<file path="config.mk">
export PLATFORM = sky130hd
export DESIGN_NAME = i2c_pad_conditioner
export DESIGN_NICKNAME = d
export VERILOG_FILES = /design/src/rtl/i2c_pad_pkg.sv /design/src/rtl/i2c_pad_conditioner_filter.sv /design/src/rtl/i2c_pad_conditioner.sv
export SDC_FILE = /design/constraint.sdc
export NUM_CORES = 1
export LEC_CHECK = 0
export ABC_AREA = 0
export CORE_MARGIN = 2
export CORE_UTILIZATION = 40
export CTS_BUF_LIST = sky130_fd_sc_hd__clkbuf_4
export DETAILED_ROUTE_END_ITERATION = 10
export PLACE_DENSITY = 0.6
export SYNTH_ARGS = -nofsm -noshare
export SYNTH_HDL_FRONTEND = slang
export SYNTH_SLANG_ARGS = --single-unit
</file>
<file path="constraint.sdc">
create_clock -name clk -period 3.7 [get_ports clk]
set_clock_uncertainty 0.15 [all_clocks]
set_input_delay 0.74 -clock clk [delete_from_list [all_inputs] [get_ports clk]]
set_output_delay 0.74 -clock clk [all_outputs]
set_load 0.01 [all_outputs]
</file>
<file path="src/rtl/i2c_pad_pkg.sv">
// Shared types and constants for the I2C pad conditioner: recovery FSM states,
// recovery pulse limit, default stuck-low timeout and the half-period helper.
package i2c_pad_pkg;

   typedef enum logic [2:0] {
      ST_IDLE,
      ST_PULSE_LOW,
      ST_PULSE_HIGH,
      ST_STOP_SETUP,
      ST_STOP_SCL,
      ST_STOP_SDA,
      ST_DONE
   } rec_state_t;

   localparam int RECOVERY_PULSES        = 9;
   localparam int DEFAULT_TIMEOUT_CYCLES = 625000;

   // Half SCL period in clk cycles: two quarter periods, prescale of 0 treated as 1.
   function automatic logic [16:0] half_period_cycles(input logic [15:0] prescale);
      return (prescale == 16'd0) ? 17'd2 : {prescale, 1'b0};
   endfunction

endpackage

</file>
<file path="src/rtl/i2c_pad_conditioner_filter.sv">
// Per-line input conditioning: SYNC_STAGES-deep synchroniser followed by a
// level filter that accepts a new level only after FILTER_LEN steady cycles.
module i2c_line_filter #(
   parameter int SYNC_STAGES = 2,
   parameter int FILTER_LEN  = 3
) (
   input  logic clk,
   input  logic rst_n,
   input  logic pad,
   output logic filt
);

   localparam int CNT_W = (FILTER_LEN < 2) ? 1 : $clog2(FILTER_LEN + 1);

   logic [SYNC_STAGES-1:0] sync_reg;
   logic                   sync;
   logic [CNT_W-1:0]       cnt_reg;
   logic                   filt_reg;

   generate
      for (genvar gi = 0; gi < SYNC_STAGES; gi++) begin : g_sync
         if (gi == 0) begin : g_first
            always_ff @(posedge clk) begin
               if (!rst_n) sync_reg[gi] <= 1'b1;
               else        sync_reg[gi] <= pad;
            end
         end else begin : g_chain
            always_ff @(posedge clk) begin
               if (!rst_n) sync_reg[gi] <= 1'b1;
               else        sync_reg[gi] <= sync_reg[gi-1];
            end
         end
      end
   endgenerate

   assign sync = sync_reg[SYNC_STAGES-1];

   // The counter restarts on any return to the accepted level, so short pulses never pass.
   always_ff @(posedge clk) begin
      if (!rst_n) begin
         cnt_reg  <= '0;
         filt_reg <= 1'b1;
      end else if (sync == filt_reg) begin
         cnt_reg <= '0;
      end else if (cnt_reg == CNT_W'(FILTER_LEN - 1)) begin
         filt_reg <= sync;
         cnt_reg  <= '0;
      end else begin
         cnt_reg <= cnt_reg + 1'b1;
      end
   end

   assign filt = filt_reg;

endmodule

</file>
<file path="src/rtl/i2c_pad_conditioner.sv">
// Pad-side stage for the I2C master: input filtering, open-drain drive mux and
// bus-recovery FSM. Define I2C_PAD_TIMEOUT_EN to build the SCL stuck-low detector.
module i2c_pad_conditioner
   import i2c_pad_pkg::*;
#(
   parameter int SYNC_STAGES    = 2,
   parameter int FILTER_LEN     = 3,
   parameter int TIMEOUT_CYCLES = DEFAULT_TIMEOUT_CYCLES
) (
   input  logic        clk,
   input  logic        rst_n,
   input  logic        scl_o_core,
   input  logic        scl_t_core,
   input  logic        sda_o_core,
   input  logic        sda_t_core,
   output logic        scl_i_core,
   output logic        sda_i_core,
   input  logic        scl_pad_i,
   input  logic        sda_pad_i,
   output logic        scl_pad_oe,
   output logic        sda_pad_oe,
   input  logic        core_busy,
   input  logic [15:0] prescale,
   input  logic        recover_req,
   output logic        recover_busy,
   output logic        recover_done,
   output logic        recover_fail,
   output logic        stuck_low
);

   logic filt_scl;
   logic filt_sda;

   i2c_line_filter #(.SYNC_STAGES(SYNC_STAGES), .FILTER_LEN(FILTER_LEN)) u_scl_filter (
      .clk   (clk),
      .rst_n (rst_n),
      .pad   (scl_pad_i),
      .filt  (filt_scl)
   );

   i2c_line_filter #(.SYNC_STAGES(SYNC_STAGES), .FILTER_LEN(FILTER_LEN)) u_sda_filter (
      .clk   (clk),
      .rst_n (rst_n),
      .pad   (sda_pad_i),
      .filt  (filt_sda)
   );

   assign scl_i_core = filt_scl;
   assign sda_i_core = filt_sda;

   // Pad data is tied low, so the core's _o values carry no information here.
   logic unused_core_data;
   assign unused_core_data = &{1'b0, scl_o_core, sda_o_core};

   rec_state_t  state_reg, state_next;
   logic [16:0] timer_reg, timer_next;
   logic [3:0]  pulse_cnt_reg, pulse_cnt_next;
   logic        scl_drv_reg, scl_drv_next;
   logic        sda_drv_reg, sda_drv_next;
   logic        fail_reg, fail_next;
   logic [16:0] load_value;
   logic        timer_zero;
   logic [3:0]  pulse_inc;

   // Prescale is sampled only when a phase starts; a running timer keeps its value.
   assign load_value = half_period_cycles(prescale) - 17'd1;
   assign timer_zero = (timer_reg == 17'd0);
   assign pulse_inc  = pulse_cnt_reg + 4'd1;

   always_comb begin
      state_next     = state_reg;
      timer_next     = timer_reg;
      pulse_cnt_next = pulse_cnt_reg;
      scl_drv_next   = scl_drv_reg;
      sda_drv_next   = sda_drv_reg;
      fail_next      = fail_reg;
      case (state_reg)
         ST_IDLE: begin
            scl_drv_next = 1'b0;
            sda_drv_next = 1'b0;
            if (recover_req && !core_busy) begin
               state_next     = ST_PULSE_LOW;
               timer_next     = load_value;
               pulse_cnt_next = 4'd0;
               scl_drv_next   = 1'b1;
               fail_next      = 1'b0;
            end
         end
         ST_PULSE_LOW: begin
            if (timer_zero) begin
               state_next   = ST_PULSE_HIGH;
               timer_next   = load_value;
               scl_drv_next = 1'b0;
            end else begin
               timer_next = timer_reg - 17'd1;
            end
         end
         ST_PULSE_HIGH: begin
            // Only cycles where SCL is seen high count, so a stretching slave extends the phase.
            if (filt_scl) begin
               if (timer_zero) begin
                  pulse_cnt_next = pulse_inc;
                  timer_next     = load_value;
                  scl_drv_next   = 1'b1;
                  if (filt_sda || pulse_inc == 4'(RECOVERY_PULSES)) begin
                     state_next   = ST_STOP_SETUP;
                     sda_drv_next = 1'b1;
                  end else begin
                     state_next = ST_PULSE_LOW;
                  end
               end else begin
                  timer_next = timer_reg - 17'd1;
               end
            end
         end
         ST_STOP_SETUP: begin
            if (timer_zero) begin
               state_next   = ST_STOP_SCL;
               timer_next   = load_value;
               scl_drv_next = 1'b0;
            end else begin
               timer_next = timer_reg - 17'd1;
            end
         end
         ST_STOP_SCL: begin
            if (filt_scl) begin
               if (timer_zero) begin
                  state_next   = ST_STOP_SDA;
                  timer_next   = load_value;
                  sda_drv_next = 1'b0;
               end else begin
                  timer_next = timer_reg - 17'd1;
               end
            end
         end
         ST_STOP_SDA: begin
            if (timer_zero) state_next = ST_DONE;
            else            timer_next = timer_reg - 17'd1;
         end
         ST_DONE: begin
            state_next = ST_IDLE;
            fail_next  = !filt_sda;
         end
         default: state_next = ST_IDLE;
      endcase
   end

   always_ff @(posedge clk) begin
      if (!rst_n) begin
         state_reg     <= ST_IDLE;
         timer_reg     <= '0;
         pulse_cnt_reg <= '0;
         scl_drv_reg   <= 1'b0;
         sda_drv_reg   <= 1'b0;
         fail_reg      <= 1'b0;
      end else begin
         state_reg     <= state_next;
         timer_reg     <= timer_next;
         pulse_cnt_reg <= pulse_cnt_next;
         scl_drv_reg   <= scl_drv_next;
         sda_drv_reg   <= sda_drv_next;
         fail_reg      <= fail_next;
      end
   end

   assign recover_busy = (state_reg != ST_IDLE);
   assign recover_done = (state_reg == ST_DONE);
   assign recover_fail = fail_reg;
   assign scl_pad_oe   = recover_busy ? scl_drv_reg : !scl_t_core;
   assign sda_pad_oe   = recover_busy ? sda_drv_reg : !sda_t_core;

`ifdef I2C_PAD_TIMEOUT_EN
   localparam int STUCK_W = $clog2(TIMEOUT_CYCLES + 1);

   logic [STUCK_W-1:0] stuck_cnt_reg;

   always_ff @(posedge clk) begin
      if (!rst_n || filt_scl) begin
         stuck_cnt_reg <= '0;
      end else if (stuck_cnt_reg < STUCK_W'(TIMEOUT_CYCLES)) begin
         stuck_cnt_reg <= stuck_cnt_reg + 1'b1;
      end
   end

   assign stuck_low = (stuck_cnt_reg >= STUCK_W'(TIMEOUT_CYCLES));
`else
   logic unused_timeout;
   assign unused_timeout = (TIMEOUT_CYCLES == 0);
   assign stuck_low      = 1'b0;
`endif

endmodule

</file>
; Word level (Yosys, flattened, before mapping)
; Index checks and enable logic that the tools add are counted.
[op_classes]
n_mux = 34
n_bitwise = 3
reduce_logical = 27
eq_ne = 23
addsub = 5
[op_table]
columns = op, n
row1 = $mux 17, 5
row2 = $pmux 17 s4, 1
row3 = $sub 17x1->17 const B, 2
row4 = $mux 3, 8
row5 = $pmux 3 s6, 1
row6 = $logic_not 17->1, 1
row7 = $logic_not 16->1, 1
row8 = $ne 2x2->1 const B, 8
row9 = $mux 4, 3
row10 = $reduce_and 4->1, 3
row11 = $mux 1, 11
row12 = $eq 3x3->1 const B, 3
row13 = $reduce_bool 3->1, 3
row14 = $ne 2x1->1 const B, 4
row15 = $pmux 4 s2, 1
row16 = $reduce_and 8->1, 1
row17 = $eq 3x2->1 const B, 2
row18 = $pmux 1 s3, 2
row19 = $reduce_and 2->1, 3
row20 = $reduce_and 6->1, 1
row21 = $reduce_or 3->1, 2
row22 = $add 2x1->2 const B, 2
row23 = $add 4x1->4 const B, 1
row24 = $eq 2x2->1 const B, 2
row25 = 13 further kinds, 21
[word_totals]
register_bits = 37
wordCells = 106

; Depth between registers and ports, before layout
; Gate-level depths: netlist (run 1).
[logic_depth]
ltp_word = 7
ltp_mapped = 9

; Modules after synthesis
; Synthesis (run 1) repeated with hierarchy kept, for this count alone.
[hier_totals]
cells_unflattened = 318
hier_area_um2 = 2428.6
[by_module_without_submodules]
columns = module, seq_area_each_um2, n_inst, cells_each, area_each_um2
row1 = i2c_pad_conditioner, 540.5, 1, 290, 2090.8
row2 = i2c_line_filter, 100.1, 2, 14, 168.9

; Least setup slack after synthesis (run 1)
; OpenSTA, ideal clock, no wires.
[synth_timing]
kind = input to register
from = input port prescale[13]
to = register timer_reg[15]
path_buffers = 0
required_time_ns = 3.431
slack_ns = 0.735
setup_time_ns = 0.119
path_stages = 9
t_arrival_ns = 2.697
cell_sequence = nor4_1 -> and3_1 -> a31oi_1 -> ha_1 -> nor3b_1 -> nand4_1 -> xnor2_1 -> mux2_2 -> o221a_2
[synth_between]
elab_chain_cells = 6
elab_cells_between_ends = 7
classes_between = 1 x add/sub / 5 x mux / 1 x reduce/logical
[synth_rtl]
columns = element, line_no
row1 = "start, declared", i2c_pad_conditioner.sv:23  ; input logic [15:0] prescale,
row2 = $logic_not 16->1, i2c_pad_pkg.sv:20  ; return (prescale == 16'd0) ? 17'd2 : {prescale, 1'b0};
row3 = $mux 17 (*), i2c_pad_pkg.sv:20
row4 = $sub 17x1->17 (*), i2c_pad_conditioner.sv:66  ; assign load_value = half_period_cycles(prescale) - 17'd1;
row5 = $mux 17, n/a
row6 = $mux 17, i2c_pad_conditioner.sv:126  ; if (filt_scl) begin
row7 = $pmux 17 s4 (*), i2c_pad_conditioner.sv:77  ; case (state_reg)
row8 = "end signal, assigned", i2c_pad_conditioner.sv:158  ; timer_reg <= timer_next;
row9 = "end, declared", i2c_pad_conditioner.sv:56  ; logic [16:0] timer_reg, timer_next;
; Every way passes the cells marked *; elsewhere a longest branch is shown, timed or not. The select of a mux whose other input is x is not followed.
; A chain may end at the register's enable or synchronous reset.

; Final worst setup path (run 1)
[layout_timing]
from = input port prescale[7]
to = register timer_reg[15]
; The elaborated chain is that of the path after synthesis.

==> metrics.md, run 1 <==
| Metric | Value |
|---|---|
| Number of violations of the max-capacitance limit | `0` |
| Number of port buffers | `30` |
| Transition at the pin with the smallest max-transition slack | `0.701 ns` |
| Clock transition at the registers of the reported paths | `0.13 ns` |
| Required time of the critical path | `3.80 ns` |
| Sequential share of power | `0.333` |
| Switch share | `0.391` |
| Hold Crit Start | `u_scl_filter.sync_reg[0]$_SDFF_PN1_` |
| Via count of the routed design | `2376` |
| Top-area cell type share of the netlist area | `0.297` |
| Number of instances in the synthesized netlist | `311` |
| Final hold violation count | `0` |
| Part of the Yosys area used for sequential elements | `0.297` |
| Synth unique cells | `67` |
| Number of nets with antenna violations after routing | `0` |
| Max-Slew Margin vs Limit | `0.533` |
| Count of nets after finishing | `376` |
| Status | `finished clean` |
| Tcrit/Tclk final | `0.839` |
| Number of design rule violations left after detail routing | `0` |
| Maximum level of the CTS H-tree | `2` |
| First-pass GRT wire length | `10500 um` |
| Class of the most critical hold timing path | `flop to flop` |
| Most used flip-flop cell after synthesis | `dfxtp_1` |
| Initial Utilization | `0.419` |
| Number of synthesized flops with an enable pin | `0` |
| Filler cell count | `622` |
| Peak supply drop | `0.000273 V` |
| Cts-stage hold buffer count | `0` |
| Power per cell area | `525 mW/mm^2` |
| Comb pwr share | `0.439` |
| Vertical die dimension | `83.0 um` |
| Synth async-reset ratio | `0` |
| CTS-repair resized insts | `0` |
| Most frequent standard cell in the layout excluding fill and tap cells | `dfxtp_1` |
| Endpoints failing setup | `0` |
| Fraction of layout cells with a size suffix above 1 | `0.101` |
| Floorplan core area | `0.00596 mm^2` |
| Per-cell routed wire length | `14.6 um` |
| Power Internal | `0.958 mW` |
| Pins Over Slew Limit | `0` |
| Std-Cell Rows | `28` |
| Leftover overflow at the end of global routing | `0` |
| Sequential cell area | `741 um^2` |
| Leakage | `1.10 nW` |
| Top library cells by usage in the layout, fill and taps aside | `dfxtp_1 (37), nand2_1 (31), clkdlybuf4s50_1 (30)` |
| Worst reg2reg startpoint | `timer_reg[1]$_SDFFE_PN0P_` |
| Initial DRT Pass Iterations | `4` |
| Worst endpoint data arrival time | `3.20 ns` |
| Area occupied by multi-input gates | `0.00164 mm^2` |
| Area of the mapped netlist | `0.00249 mm^2` |
| DPL Wire Length | `4420 um` |
| Global Route Usage Sum | `0.181` |
| Critical path peak fanout | `4` |
| Via count of the first global-routing pass | `2151` |
| Master cell of the clock root buffer | `clkbuf_4` |
| Starting DRC count in detailed routing | `196` |
| Clock latency on the worst-skew pair | `0.35 ns` |
| Flip-flop count of the largest register, all copies and words added | `17` |
| Startpoint-to-endpoint class of the critical path | `input port to flop` |
| Reg-to-reg slack, setup | `0.77 ns` |
| Global placement routability congestion | `0.822` |
| Final standard cell utilization of the core | `0.503` |
| Syn. warnings | `0` |
| Via density | `5.66` |
| Worst setup SP type | `input port` |
| Reported net switching power | `0.614 mW` |
| Synth-to-Final Area Change | `20.2%` |
| Avg Inst Size Synth | `8.02 um^2` |
| Antenna violations before repair | `0` |
| IO Pins | `34` |
| CP Capture Type | `flop` |
| Share of total power in the clock network | `0.228` |
| Synthesized net count | `343` |
| Clock buffer depth | `2` |
| Flops & latches, synth | `37` |
| Total negative setup slack | `0 ns` |
| Overall Power | `1.57 mW` |
| Die Span X | `83.0 um` |
| Fmax | `322 MHz` |
| Unrepaired setup endpoints after global routing | `false` |
| Synth area leader | `dfxtp_1` |
| Synth top area cells | `dfxtp_1 (30%), nand2_1 (4.7%), a21oi_1 (3.8%)` |
| Clock tree from TritonCTS | `built` |
| Routed WL | `6140 um` |
| Number of clock sinks seen by CTS | `37` |
| Total setup buffers inserted after CTS | `0` |
| Minimum clock period | `3.10 ns` |
| Die footprint | `0.00688 mm^2` |
| Maximum number of pins on one net before global-route repair | `27` |
| Cts bufs inserted | `5` |
| Critical Path Start | `prescale[7]` |
| Diode insertion count for antenna repair | `0` |
-- final cells by class --
class / instances / share of cell area
repair buffers: 41 / 0.128
clock buffers: 5 / 0.0125
well taps: 75 / 0.0313
clock inverters: 3 / 0.0217
multi-input cells: 248 / 0.546
inverters: 11 / 0.0138
flip-flops and latches: 37 / 0.247
-- Yosys cell counts, drive strengths merged, types with 4 or more instances --
cell type  instances
a21boi             5
a21oi             19
a31oi              4
and2               4
buf                7
clkbuf             8
dfxtp             37
ha                 6
inv               11
mux2               6
mux2i              7
nand2             32
nand2b             9
nand3              8
nor2              24
nor3              10
nor4               6
o211ai             4
o21a               7
o21ai             12
o22ai              8
o31a               5
o31ai              6
or3                7
or4                8
xnor2              6
xor2               6
-- per-stage QoR --
stage	instances	area (um^2)	hold WS (ns)	setup WS, ns
global placement	412	2890	0.247	0.232
floorplan	311	2490	0.236	0.735
global route	420	3000	0.289	0.381
CTS	420	3000	0.273	0.593
finish	420	3000	0.264	0.595
detailed placement	412	2890	0.248	0.212
-- cell families after synthesis --
| group | count (synthesis) | synth area share |
|---|---|---|
| adder cells (fa/ha/maj) | 6 | 0.0301 |
| buffers and inverters | 26 | 0.0472 |
| AO/OA/AOI/OAI | 87 | 0.245 |
| flip-flops | 37 | 0.297 |
| other | 1 | 0.00150 |
| XOR/XNOR | 12 | 0.0421 |
| multiplexers | 13 | 0.0552 |
| AND/OR/NAND/NOR | 129 | 0.282 |
-- worst max-delay path: stages --
cell	delay, ns
clkdlybuf4s50_1	0.52
nor4_1	0.09
and3_1	0.21
a31oi_1	0.28
ha_1	0.23
nor3b_1	0.28
nand4_1	0.15
xnor2_1	0.19
mux2_2	0.27
o221a_2	0.24
-- final timing paths --
| kind | cells past startpoint | endpoint |
|---|---|---|
| setup / recovery | 10 | timer_reg[15]$_SDFFE_PN0P_ |
| hold / removal | 1 | u_scl_filter.sync$_SDFF_PN1_ |
| setup reg to reg | 7 | timer_reg[16]$_SDFFE_PN0P_ |
| hold reg to reg | 1 | u_scl_filter.sync$_SDFF_PN1_ |
-- power groups by stage --
stage / Sequential [mW] / Combinational [mW] / Clock (mW)
after floorplan: 0.502 / 0.529 / 0
after global placement: 0.530 / 0.676 / 0
after detailed placement: 0.530 / 0.681 / 0
after CTS: 0.522 / 0.682 / 0.364
after global routing: 0.538 / 0.765 / 0.380
final: 0.523 / 0.690 / 0.358
-- routing by layer --
metal  up-vias  part of all wire  track usage
met5         -                 0            0
met4         0             0.010       0.0507
met3         5             0.044       0.0288
met2        46              0.43        0.276
met1      1109              0.51        0.263
li1       1216                 -            -
(Power assumes the default switching activity.)
==> run 2: changes to the inputs <==
==> constraint.sdc (replaced) <==
create_clock -name clk -period 3 [get_ports clk]
set_clock_uncertainty 0.15 [all_clocks]
set_input_delay 0.6 -clock clk [delete_from_list [all_inputs] [get_ports clk]]
set_output_delay 0.6 -clock clk [all_outputs]
set_load 0.01 [all_outputs]
==> run 2 against run 1 <==
Sequential power is 22% higher. Hold slack better by 0.0042 ns. Utilization is 3.2 points higher. First-iteration DRC count decreased by 11%. Sequential share of layout area decreased by 1.5 points. Die area unchanged. Setup slack worse by 0.44 ns. Routed wire length grew 3.6%. Total power grew 21%. Critical path type unchanged. Critical endpoint unchanged. Highest routed layer unchanged.
==> metrics.md, run 2 (synthesis results as in run 1) <==
| Metric | Value |
|---|---|
| Status | `finished clean (unchanged)` |
| Global Route Usage Sum | `0.190 (was 0.181)` |
| Startpoint-to-endpoint class of the critical path | `input port to flop (unchanged)` |
| Synth-to-Final Area Change | `27.7% (was 20.2%)` |
| Number of clock sinks seen by CTS | `37 (unchanged)` |
| Cts bufs inserted | `5 (unchanged)` |
| Post-route worst hold slack | `0.268 ns (was 0.264 ns)` |
| Top library cells by usage in the layout, fill and taps aside | `buf_4 (37), dfxtp_1 (37), nand2_1 (31) (was dfxtp_1 (37), nand2_1 (31), clkdlybuf4s50_1 (30))` |
| Endpoints failing setup | `0 (unchanged)` |
| Master cell of the clock root buffer | `clkbuf_4 (unchanged)` |
| Peak supply drop | `0.000245 V (was 0.000273 V)` |
| Worst endpoint data arrival time | `2.94 ns (was 3.20 ns)` |
| Via count of the first global-routing pass | `2393 (was 2151)` |
| Count of nets after finishing | `402 (was 376)` |
| Floorplan core area | `0.00596 mm^2 (unchanged)` |
| Transition at the pin with the smallest max-transition slack | `0.661 ns (was 0.701 ns)` |
| Initial DRT Pass Iterations | `4 (unchanged)` |
| Routed WL | `6370 um (was 6140 um)` |
| Antenna violations before repair | `0 (unchanged)` |
| Starting DRC count in detailed routing | `174 (was 196)` |
| Number of port buffers | `30 (unchanged)` |
| Initial Utilization | `0.419 (unchanged)` |
| Clock latency on the worst-skew pair | `0.36 ns (was 0.35 ns)` |
| Number of violations of the max-capacitance limit | `0 (unchanged)` |
| Max-Slew Margin vs Limit | `0.553 (was 0.533)` |
| Flip-flop count of the largest register, all copies and words added | `17 (unchanged)` |
| Clock transition at the registers of the reported paths | `0.10 ns (was 0.13 ns)` |
| Clock buffer depth | `2 (unchanged)` |
| Clock tree from TritonCTS | `built (unchanged)` |
| Final hold violation count | `0 (unchanged)` |
| Maximum number of pins on one net before global-route repair | `20 (was 27)` |
| Required time of the critical path | `3.10 ns (was 3.80 ns)` |
| Std-Cell Rows | `28 (unchanged)` |
| Pins Over Slew Limit | `0 (unchanged)` |
| Leftover overflow at the end of global routing | `0 (unchanged)` |
| Minimum clock period | `2.85 ns` |
| CP Capture Type | `flop (unchanged)` |
| Die Span X | `83.0 um (unchanged)` |
| Number of nets with antenna violations after routing | `0 (unchanged)` |
| Via count of the routed design | `2504 (was 2376)` |
| Critical path peak fanout | `2 (was 4)` |
| Fmax | `351 MHz` |
| Tcrit/Tclk final | `0.949` |
| Per-cell routed wire length | `14.3 um (was 14.6 um)` |
| Leakage | `1.21 nW (was 1.10 nW)` |
| Class of the most critical hold timing path | `flop to flop (unchanged)` |
| Die footprint | `0.00688 mm^2 (unchanged)` |
| Power per cell area | `598 mW/mm^2 (was 525 mW/mm^2)` |
| DPL Wire Length | `4790 um (was 4420 um)` |
| Global placement routability congestion | `0.889 (was 0.822)` |
| Unrepaired setup endpoints after global routing | `false (unchanged)` |
| Total negative setup slack | `0 ns (unchanged)` |
| Via density | `5.61 (was 5.66)` |
| Maximum level of the CTS H-tree | `2 (unchanged)` |
| Diode insertion count for antenna repair | `0 (unchanged)` |
| IO Pins | `34 (unchanged)` |
| Number of design rule violations left after detail routing | `0 (unchanged)` |
| Fraction of layout cells with a size suffix above 1 | `0.170 (was 0.101)` |
| First-pass GRT wire length | `11000 um (was 10500 um)` |
| Worst setup SP type | `input port (unchanged)` |
| Vertical die dimension | `83.0 um (unchanged)` |
-- run 2: final cells by class --
type                       instances  area [um^2]
clock buffer                       5         37.5
clock inverter                     3         46.3
fill                             583         2770
inverter                          11         41.3
multi-input combinational        248         1650
sequential                        37          741
tap                               75         93.8
timing repair buffer              67          578
-- run 2: worst max-delay path, cell delays in order --
cell and delay [ns]:
clkdlybuf4s50_1 0.48, nor4_1 0.06, buf_4 0.13, and3_1 0.18, a31oi_2 0.22, ha_1 0.19, nor3b_1 0.26, nand4_1 0.15
xnor2_1 0.17, mux2_2 0.27, o221a_2 0.24
-- run 2: repair_timing --
item                       4_1_cts  5_1_grt
setup endpoints to repair        0        4
hold buffers                     0        0
setup buffers                    0        0
gates resized for setup          0        2
-- run 2: metal layers --
layer | vias up | routed length (um) | GRT usage
li1 | 1278 | - | -
met1 | 1150 | 3140 | 0.259
met2 | 71 | 2820 | 0.300
met3 | 5 | 318 | 0.0348
met4 | 0 | 83 | 0.0700
met5 | - | 0 | 0
-- run 2: path summary, 6_finish.rpt --
| check | from | endpoint | cells after the start | slack, ns |
|---|---|---|---|---|
| setup reg to reg | timer_reg[0]$_SDFFE_PN0P_ | timer_reg[16]$_SDFFE_PN0P_ | 7 | 0.27 |
| hold reg to reg | u_scl_filter.cnt_reg[0]$_SDFF_PP0_ | u_scl_filter.cnt_reg[0]$_SDFF_PP0_ | 1 | 0.27 |
| hold / removal | u_scl_filter.cnt_reg[0]$_SDFF_PP0_ | u_scl_filter.cnt_reg[0]$_SDFF_PP0_ | 1 | 0.27 |
| setup / recovery | prescale[13] | timer_reg[15]$_SDFFE_PN0P_ | 11 | 0.15 |
-- run 2: where the power goes --
part | total [mW] | internal (mW) | switching [mW]
sequential | 0.637 | 0.558 | 0.0794
combinational | 0.910 | 0.407 | 0.502
clock | 0.358 | 0.176 | 0.181
-- run 2: per-stage QoR --
step                      power, mW  cell area (um^2)  instances  setup slack [ns]   util
after global placement         1.53              3090        438            -0.227  0.519
final                          1.90              3180        446             0.152  0.535
after floorplan                1.27              2490        311             0.175      -
after CTS                      1.90              3170        446             0.111  0.533
after global routing           2.04              3180        446            0.0247  0.535
after detailed placement       1.54              3090        438            -0.263  0.519
